`src/rtl/blink_sequencer_if.sv`:
```
// ----------------------------------------------------------------------------
// blink_sequencer_if
//   Bundles the control, table-programming and status signals of the blink
//   step sequencer. clk and rst_n stay plain module ports.
//
//   Signals (direction given from the sequencer's point of view):
//     current_count  in   16               free-running count from the counter block
//     cfg_we         in   1                table write strobe (one cycle)
//     cfg_addr       in   SW               table entry address
//     cfg_data       in   NUM_LANES+DUR_W  {mask, duration}
//     last_step      in   SW               final step index, latched on start
//     start          in   1                begin sequence (level, IDLE only)
//     stop           in   1                abort to IDLE
//     pause          in   1                freeze the countdown while high
//     lane_en        out  NUM_LANES        registered lane enables
//     step_idx       out  SW               current step index
//     busy           out  1                high while a sequence runs
//     step_pulse     out  1                one-cycle pulse on each step advance
//     done           out  1                one-cycle pulse on sequence end
//
//   Modports:
//     master - the controller side (drives configuration and control)
//     slave  - the sequencer side
// ----------------------------------------------------------------------------
interface blink_sequencer_if #(
    parameter int NUM_LANES = 4,
    parameter int NUM_STEPS = 8,
    parameter int DUR_W     = 4
);
    localparam int SW      = $clog2(NUM_STEPS);
    localparam int ENTRY_W = NUM_LANES + DUR_W;

    logic [15:0]          current_count;
    logic                 cfg_we;
    logic [SW-1:0]        cfg_addr;
    logic [ENTRY_W-1:0]   cfg_data;
    logic [SW-1:0]        last_step;
    logic                 start;
    logic                 stop;
    logic                 pause;
    logic [NUM_LANES-1:0] lane_en;
    logic [SW-1:0]        step_idx;
    logic                 busy;
    logic                 step_pulse;
    logic                 done;

    modport master (
        output current_count, cfg_we, cfg_addr, cfg_data, last_step,
               start, stop, pause,
        input  lane_en, step_idx, busy, step_pulse, done
    );

    modport slave (
        input  current_count, cfg_we, cfg_addr, cfg_data, last_step,
               start, stop, pause,
        output lane_en, step_idx, busy, step_pulse, done
    );
endinterface

```
`src/rtl/blink_sequencer.sv`:
```
// ----------------------------------------------------------------------------
// blink_sequencer
//   Steps through a small software-loaded table of {lane mask, duration}
//   entries, timing each step in ticks derived from one bit of the shared
//   free-running counter, and drives per-lane enables that gate the blinker
//   outputs at the top level.
//
//   Ports:
//     clk    in   system clock
//     rst_n  in   asynchronous active-low reset
//     bus    slave modport of blink_sequencer_if (control, table writes,
//            lane enables and status; see the interface header)
//
//   Parameters:
//     NUM_LANES  number of gated lanes (lane_en / mask width)
//     NUM_STEPS  table depth, power of two
//     TICK_BIT   counter bit whose rising edge is one tick
//     DUR_W      duration field width; a field value of 0 means 2**DUR_W ticks
//
//   Build option:
//     BLINK_SEQ_LOOP_EN  when defined, finishing the last step restarts at
//                        step 0 (done and step_pulse together) and the block
//                        stays in RUN until stop; when undefined, finishing
//                        the last step returns to IDLE with a done pulse.
// ----------------------------------------------------------------------------
module blink_sequencer #(
    parameter int NUM_LANES = 4,
    parameter int NUM_STEPS = 8,
    parameter int TICK_BIT  = 10,
    parameter int DUR_W     = 4
) (
    input logic              clk,
    input logic              rst_n,
    blink_sequencer_if.slave bus
);
    localparam int SW      = $clog2(NUM_STEPS);
    localparam int ENTRY_W = NUM_LANES + DUR_W;

    localparam logic [DUR_W:0] REM_ONE  = (DUR_W + 1)'(1);
    localparam logic [DUR_W:0] REM_FULL = {1'b1, {DUR_W{1'b0}}};

    typedef enum logic {
        IDLE = 1'b0,
        RUN  = 1'b1
    } state_t;

    state_t               state_reg;
    logic                 tick_prev_reg;
    logic [DUR_W:0]       remaining_reg;
    logic [SW-1:0]        last_step_reg;
    logic [NUM_LANES-1:0] lane_en_reg;
    logic [SW-1:0]        step_idx_reg;
    logic                 busy_reg;
    logic                 step_pulse_reg;
    logic                 done_reg;

    // Step table. Not reset: software reloads it after power-up.
    logic [ENTRY_W-1:0] table_mem [NUM_STEPS];

    // Only TICK_BIT of the counter is of interest here.
    logic unused_count_bits;
    assign unused_count_bits = ^bus.current_count;

    // ------------------------------------------------------------------
    // Tick detection: one-cycle strobe on the rising edge of TICK_BIT.
    // ------------------------------------------------------------------
    logic tick;
    assign tick = bus.current_count[TICK_BIT] & ~tick_prev_reg;

    // ------------------------------------------------------------------
    // Table write port, active in any state. The entry is only read when
    // its step is loaded, so rewriting the running step changes nothing
    // until that step is loaded again.
    // ------------------------------------------------------------------
    always_ff @(posedge clk) begin
        if (bus.cfg_we) begin
            table_mem[bus.cfg_addr] <= bus.cfg_data;
        end
    end

    // ------------------------------------------------------------------
    // Entry about to be loaded. From IDLE, and when wrapping at the last
    // step, that is entry 0; otherwise it is the step after the current
    // one. Read combinationally so the loaded step appears the cycle
    // after the triggering edge.
    // ------------------------------------------------------------------
    logic [SW-1:0]        next_idx;
    logic                 at_last;
    logic [SW-1:0]        load_idx;
    logic [ENTRY_W-1:0]   load_entry;
    logic [NUM_LANES-1:0] load_mask;
    logic [DUR_W-1:0]     load_field;
    logic [DUR_W:0]       load_dur;

    assign next_idx = step_idx_reg + SW'(1);
    assign at_last  = (step_idx_reg == last_step_reg);

    always_comb begin
        load_idx = '0;
        if (state_reg == RUN && !at_last) begin
            load_idx = next_idx;
        end
        load_entry = table_mem[load_idx];
        load_mask  = load_entry[ENTRY_W-1:DUR_W];
        load_field = load_entry[DUR_W-1:0];
        // A zero duration field encodes the longest step, 2**DUR_W ticks.
        load_dur = {1'b0, load_field};
        if (load_field == '0) begin
            load_dur = REM_FULL;
        end
    end

    // ------------------------------------------------------------------
    // Sequencer FSM with registered outputs.
    // remaining_reg counts ticks left in the current step; the step ends
    // on the tick that finds it at 1. The first tick after a load may come
    // early in the step, so step length is measured tick to tick.
    // ------------------------------------------------------------------
    always_ff @(posedge clk or negedge rst_n) begin
        if (!rst_n) begin
            state_reg      <= IDLE;
            tick_prev_reg  <= 1'b0;
            remaining_reg  <= '0;
            last_step_reg  <= '0;
            lane_en_reg    <= '0;
            step_idx_reg   <= '0;
            busy_reg       <= 1'b0;
            step_pulse_reg <= 1'b0;
            done_reg       <= 1'b0;
        end else begin
            tick_prev_reg  <= bus.current_count[TICK_BIT];
            step_pulse_reg <= 1'b0;
            done_reg       <= 1'b0;

            case (state_reg)
                IDLE: begin
                    if (bus.start && !bus.stop) begin
                        state_reg     <= RUN;
                        busy_reg      <= 1'b1;
                        step_idx_reg  <= '0;
                        lane_en_reg   <= load_mask;
                        remaining_reg <= load_dur;
                        last_step_reg <= bus.last_step;
                    end
                end

                RUN: begin
                    if (bus.stop) begin
                        // Abort: silent return to IDLE, no done pulse.
                        state_reg     <= IDLE;
                        busy_reg      <= 1'b0;
                        lane_en_reg   <= '0;
                        step_idx_reg  <= '0;
                        remaining_reg <= '0;
                    end else if (tick && !bus.pause) begin
                        // While paused, ticks are simply dropped.
                        if (remaining_reg == REM_ONE) begin
                            if (at_last) begin
`ifdef BLINK_SEQ_LOOP_EN
                                step_idx_reg   <= '0;
                                lane_en_reg    <= load_mask;
                                remaining_reg  <= load_dur;
                                step_pulse_reg <= 1'b1;
                                done_reg       <= 1'b1;
`else
                                state_reg     <= IDLE;
                                busy_reg      <= 1'b0;
                                lane_en_reg   <= '0;
                                step_idx_reg  <= '0;
                                remaining_reg <= '0;
                                done_reg      <= 1'b1;
`endif
                            end else begin
                                step_idx_reg   <= next_idx;
                                lane_en_reg    <= load_mask;
                                remaining_reg  <= load_dur;
                                step_pulse_reg <= 1'b1;
                            end
                        end else begin
                            remaining_reg <= remaining_reg - REM_ONE;
                        end
                    end
                end

                default: begin
                    state_reg <= IDLE;
                end
            endcase
        end
    end

    assign bus.lane_en    = lane_en_reg;
    assign bus.step_idx   = step_idx_reg;
    assign bus.busy       = busy_reg;
    assign bus.step_pulse = step_pulse_reg;
    assign bus.done       = done_reg;

endmodule

```
`src/flat_wrapper.sv`:
```
// flat-port wrapper written by rule: the top's interface ports become plain ports
module blink_sequencer_flat 
#(
    parameter int NUM_LANES = 4,
    parameter int NUM_STEPS = 8,
    parameter int TICK_BIT  = 10,
    parameter int DUR_W     = 4
)
  (clk, rst_n, bus_current_count, bus_cfg_we, bus_cfg_addr, bus_cfg_data, bus_last_step, bus_start, bus_stop, bus_pause, bus_lane_en, bus_step_idx, bus_busy, bus_step_pulse, bus_done);
  blink_sequencer_if #(.NUM_LANES(NUM_LANES), .NUM_STEPS(NUM_STEPS), .DUR_W(DUR_W)) bus_i ();
  input logic clk;
  input logic rst_n;
  input wire logic [$bits(bus_i.current_count)-1:0] bus_current_count;
  input wire logic [$bits(bus_i.cfg_we)-1:0] bus_cfg_we;
  input wire logic [$bits(bus_i.cfg_addr)-1:0] bus_cfg_addr;
  input wire logic [$bits(bus_i.cfg_data)-1:0] bus_cfg_data;
  input wire logic [$bits(bus_i.last_step)-1:0] bus_last_step;
  input wire logic [$bits(bus_i.start)-1:0] bus_start;
  input wire logic [$bits(bus_i.stop)-1:0] bus_stop;
  input wire logic [$bits(bus_i.pause)-1:0] bus_pause;
  output wire logic [$bits(bus_i.lane_en)-1:0] bus_lane_en;
  output wire logic [$bits(bus_i.step_idx)-1:0] bus_step_idx;
  output wire logic [$bits(bus_i.busy)-1:0] bus_busy;
  output wire logic [$bits(bus_i.step_pulse)-1:0] bus_step_pulse;
  output wire logic [$bits(bus_i.done)-1:0] bus_done;
  assign bus_i.current_count = bus_current_count;
  assign bus_i.cfg_we = bus_cfg_we;
  assign bus_i.cfg_addr = bus_cfg_addr;
  assign bus_i.cfg_data = bus_cfg_data;
  assign bus_i.last_step = bus_last_step;
  assign bus_i.start = bus_start;
  assign bus_i.stop = bus_stop;
  assign bus_i.pause = bus_pause;
  assign bus_lane_en = bus_i.lane_en;
  assign bus_step_idx = bus_i.step_idx;
  assign bus_busy = bus_i.busy;
  assign bus_step_pulse = bus_i.step_pulse;
  assign bus_done = bus_i.done;
  blink_sequencer #(.NUM_LANES(NUM_LANES), .NUM_STEPS(NUM_STEPS), .TICK_BIT(TICK_BIT), .DUR_W(DUR_W)) u_core (.clk(clk), .rst_n(rst_n), .bus(bus_i));
endmodule
```
`config.mk`:
```
export PLATFORM = sky130hd
export DESIGN_NAME = blink_sequencer_flat
export DESIGN_NICKNAME = d
export VERILOG_FILES = /design/src/rtl/blink_sequencer_if.sv /design/src/rtl/blink_sequencer.sv /design/src/flat_wrapper.sv
export SDC_FILE = /design/constraint.sdc
export NUM_CORES = 1
export LEC_CHECK = 0
export CAP_MARGIN = 20
export CORE_MARGIN = 8
export CORE_UTILIZATION = 55
export DETAILED_ROUTE_END_ITERATION = 6
export PLACE_DENSITY = 0.88
export SYNTH_ARGS = -nofsm -noshare
export SYNTH_HDL_FRONTEND = slang
export SYNTH_SLANG_ARGS = --single-unit
```
`constraint.sdc`:
```
create_clock -name clk -period 2.35 [get_ports clk]
set_input_delay 0.47 -clock clk [delete_from_list [all_inputs] [get_ports clk]]
set_output_delay 0.47 -clock clk [all_outputs]
set_load 0.03 [all_outputs]
```
==> key figures <==
Run status
  • Status: completed

Critical path
  • Worst R2R Start: u_core.bus.step_idx[0]$_DFFE_PN0P_
  • Worst-path maximum fanout: 9
  • CP arrival: approximately 2.6 ns
  • Crit path depth: 8
  • Critical path class: reg -> reg
  • Reg2Reg Depth: 8
  • R2r setup slk: ~0.021 ns
  • Setup crit start kind: flip-flop
  • R2R Path End: u_core.remaining_reg[4]$_DFFE_PN0P_
  • Crit. End Element: flip-flop
  • Cells along the critical path: ha_2 -> xor2_4 -> buf_12 -> mux2_2 -> o22ai_1 -> o32ai_2 -> or3_1 -> o21ai_2
  • CP delay by family, top: compound AO/OA/AOI/OAI gates
  • Slowest stage delay, CP: 0.42 ns
  • Slowest cell on the critical path: or3_1
  • WP buf/inv: 1
  • Worst EP required: about 2.6 ns

STA
  • Worst-Margin Slew: about 0.43 ns
  • RSZ-0062 raised after global routing: yes
  • Setup TNS: 0 ns
  • Period utilisation layout: between 90 and 100%
  • Rel. slew slack: 71.4%
  • Clock Skews: between 0.01 and 0.015 ns
  • Final min period: roughly 2.3 ns
  • Final setup margin: just over 0.02 ns
  • Setup violations, final: 0
  • Min Hold Slack: 0.442 ns
  • F_max: between 0.4 and 0.5 GHz
  • Slew Limit Fails: 0
  • Final Hold Fails: 0

Clock tree
  • Clock Path Buffers: 2
  • Clk Latency, worst-skew pair: 0.36 ns
  • H-tree levels: 3
  • Number of buffers created by CTS: 9
  • Sink Count: 84
  • Clock root buffer: clkbuf_8
  • Post-CTS setup buffers: 0
  • Clock slew at reported path FFs: 0.09 ns
  • CTS tree: yes

Placement
  • Placed cells: a little under 400
  • Detail Placement HPWL: approximately 5500 µm
  • Post-Place Setup Slack: approximately 0.026 ns
  • PortBufs: 30
  • Routability cong.: 0.902

Floorplanning
  • Die width: about 97 µm
  • Core Area: 6350 µm²
  • IO Pins: 46
  • Starting Density: between 50% and 60%
  • Die Area: between 9000 and 10,000 µm²
  • Die Y: 97.2 µm
  • Row cnt: 29

Synthesis
  • Mapped Nets: 306
  • Ys Warns: 0
  • Post-Synth Simple-Gate Area: between 10 and 15%
  • Post-Synth Adder-Cell Area: approximately 1.0%
  • Synth Area in Compound Gates: 12.1%
  • Main combinational cell family by area after synthesis: compound AO/OA/AOI/OAI gates
  • Netlist cell types: 53
  • Synth top area share: between 50% and 60%
  • Ys flop type: edfxtp_1
  • Syn Area/Cell: about 14 µm²
  • Syn Std Cell Area: around 3600 µm²
  • Synth Area in XOR/XNOR: 1.62%
  • Post-synthesis mux area share: approximately 4.5%
  • Sequential-to-total area share from yosys stat: 66.8%
  • Number of synthesized flops with an enable pin: 64
  • Asr flop ratio synth: roughly a quarter
  • Post-Syn Instances: 267
  • Flops & latches, synth: 84
  • Cell taking the most area after synthesis: edfxtp_1
  • Largest cells by area after synthesis: edfxtp_1 53%, dfrtp_1 14%, nand2_1 2.6%, a21oi_1 2.3%, o21ai_0 2.3%

Final layout
  • Most common cell after layout, fill and taps aside: edfxtp_1
  • Area of the multi-input gates: 1130 µm²
  • N_diodes: 0
  • Layout area overhead: 19.5%
  • Max reg flops: 64
  • Filler Cells Inserted: roughly 430
  • Nets: 360
  • Layout Utilization: 68.2%
  • Commonest cells after routing, fill and taps aside: 64 x edfxtp_1, 29 x clkdlybuf4s50_1, 25 x nand2_1
  • Seq. cell area: approximately 2400 µm²
  • Non-filler instance count after layout: 403
  • Share of layout cells above drive strength 1: between 15 and 20%

GRT
  • Aggregate global routing overflow: 0
  • Largest net degree at the start of global routing: 39
  • First-pass GRT wire length: between 10,000 and 15,000 µm
  • Vias in the first global route: 2,479
  • Initial antenna violation count: 0
  • Gr usage total: about 17%

Route
  • Pre-Repair DR Iteration Count: 7
  • Vias: about 2,500
  • Antenna Nets Post-Route: 0
  • Initial DRC count: between 300 and 400
  • WL per Instance: 19.6 µm
  • Via/cell ratio: between 6 and 7
  • Drt drc: 0
  • WL final: just under 8000 µm

Power and ir drop
  • VDD IR max: ~0.44 mV
  • PwrDens: 741 nW/µm²
  • Leakage: 1.53 nW

Hold path
  • HP Class: in -> async

Job
  • Maxcap violations: 0
[Yosys cell counts (all sizes together) (2+ instances only)]
cell / n
a21oi: 17
buf: 7
a32o: 3
o21ai: 18
a31oi: 5
nand3: 2
or3: 4
dfrtp: 20
ha: 3
xnor2: 4
clkbuf: 4
o32ai: 3
inv: 6
o31ai: 3
nor3: 6
o22ai: 2
nand2: 26
edfxtp: 64
mux2: 3
mux4: 2
mux2i: 8
nor3b: 2
a22oi: 2
a211oi: 3
nor4: 2
nor2b: 3
and3: 5
nor2: 14
nand2b: 9
o211ai: 2
o221ai: 3
[final cells by class]
cell class | count | area share [%]
well taps | 77 | 2.22
multi-input cells | 166 | 26.1
flip-flops and latches | 84 | 55.9
inverters | 6 | 0.520
clock buffers | 10 | 2.95
clock inverters | 6 | 0.924
repair buffers | 54 | 11.4
[worst max-delay path by stage]
| stage | from | end |
|---|---|---|
| CTS | u_core.bus.step_idx[0]$_DFFE_PN0P_ | u_core.remaining_reg[4]$_DFFE_PN0P_ |
| global route | u_core.bus.step_idx[0]$_DFFE_PN0P_ | u_core.bus.lane_en[2]$_DFFE_PN0P_ |
| floorplan | u_core.bus.step_idx[1]$_DFFE_PN0P_ | u_core.remaining_reg[4]$_DFFE_PN0P_ |
| detailed placement | u_core.bus.step_idx[0]$_DFFE_PN0P_ | u_core.remaining_reg[4]$_DFFE_PN0P_ |
| global placement | u_core.bus.step_idx[0]$_DFFE_PN0P_ | u_core.remaining_reg[4]$_DFFE_PN0P_ |
| finish | u_core.bus.step_idx[0]$_DFFE_PN0P_ | u_core.remaining_reg[4]$_DFFE_PN0P_ |
[worst register-to-register path, stage by stage (launching register included)]
cell and delay (ns):
dfrtp_1 0.37, ha_2 0.25, xor2_4 0.25, buf_12 0.16
mux2_2 0.33, o22ai_1 0.20, o32ai_2 0.15, or3_1 0.42
o21ai_2 0.14
[cell families after synthesis]
family	count (synthesis)
DFF	84
and+or+nand+nor	77
AOI/OAI and AO/OA	68
buffers and inverters	17
muxes	13
xor gates and xnor gates	5
adders and majority gates	3
[where the power goes]
group / switching (mW) / internal, mW / leakage, nW / total, mW
combinational: 0.332 / 0.236 / 0.619 / 0.567
clock: 0.519 / 0.382 / 0.0763 / 0.901
sequential: 0.0516 / 1.69 / 0.835 / 1.74
total: 0.902 / 2.31 / 1.53 / 3.21
[metrics by stage]
stage / instance area, µm² / total power, mW
after floorplan: 3630 / 2.11
after global placement: 4130 / 2.29
after detailed placement: 4130 / 2.32
after CTS: 4300 / 3.21
after global routing: 4330 / 3.33
final: 4330 / 3.21
[metal layers]
layer	vias up	global-route usage, %	wire length (µm)
li1	1129	-	-
met1	1218	21.2	3240
met2	126	27.2	3830
met3	26	4.69	610
met4	0	8.76	241
met5	-	0	0
[what timing repair did]
| item | in CTS | in global routing |
|---|---|---|
| hold buffers | 0 | 0 |
| setup endpoints to repair | 1 | 6 |
| gates resized for setup | 2 | 4 |
| pin swaps | 0 | 2 |
| cloned | 0 | 0 |
Note: power is estimated with default switching activity, not from simulation.
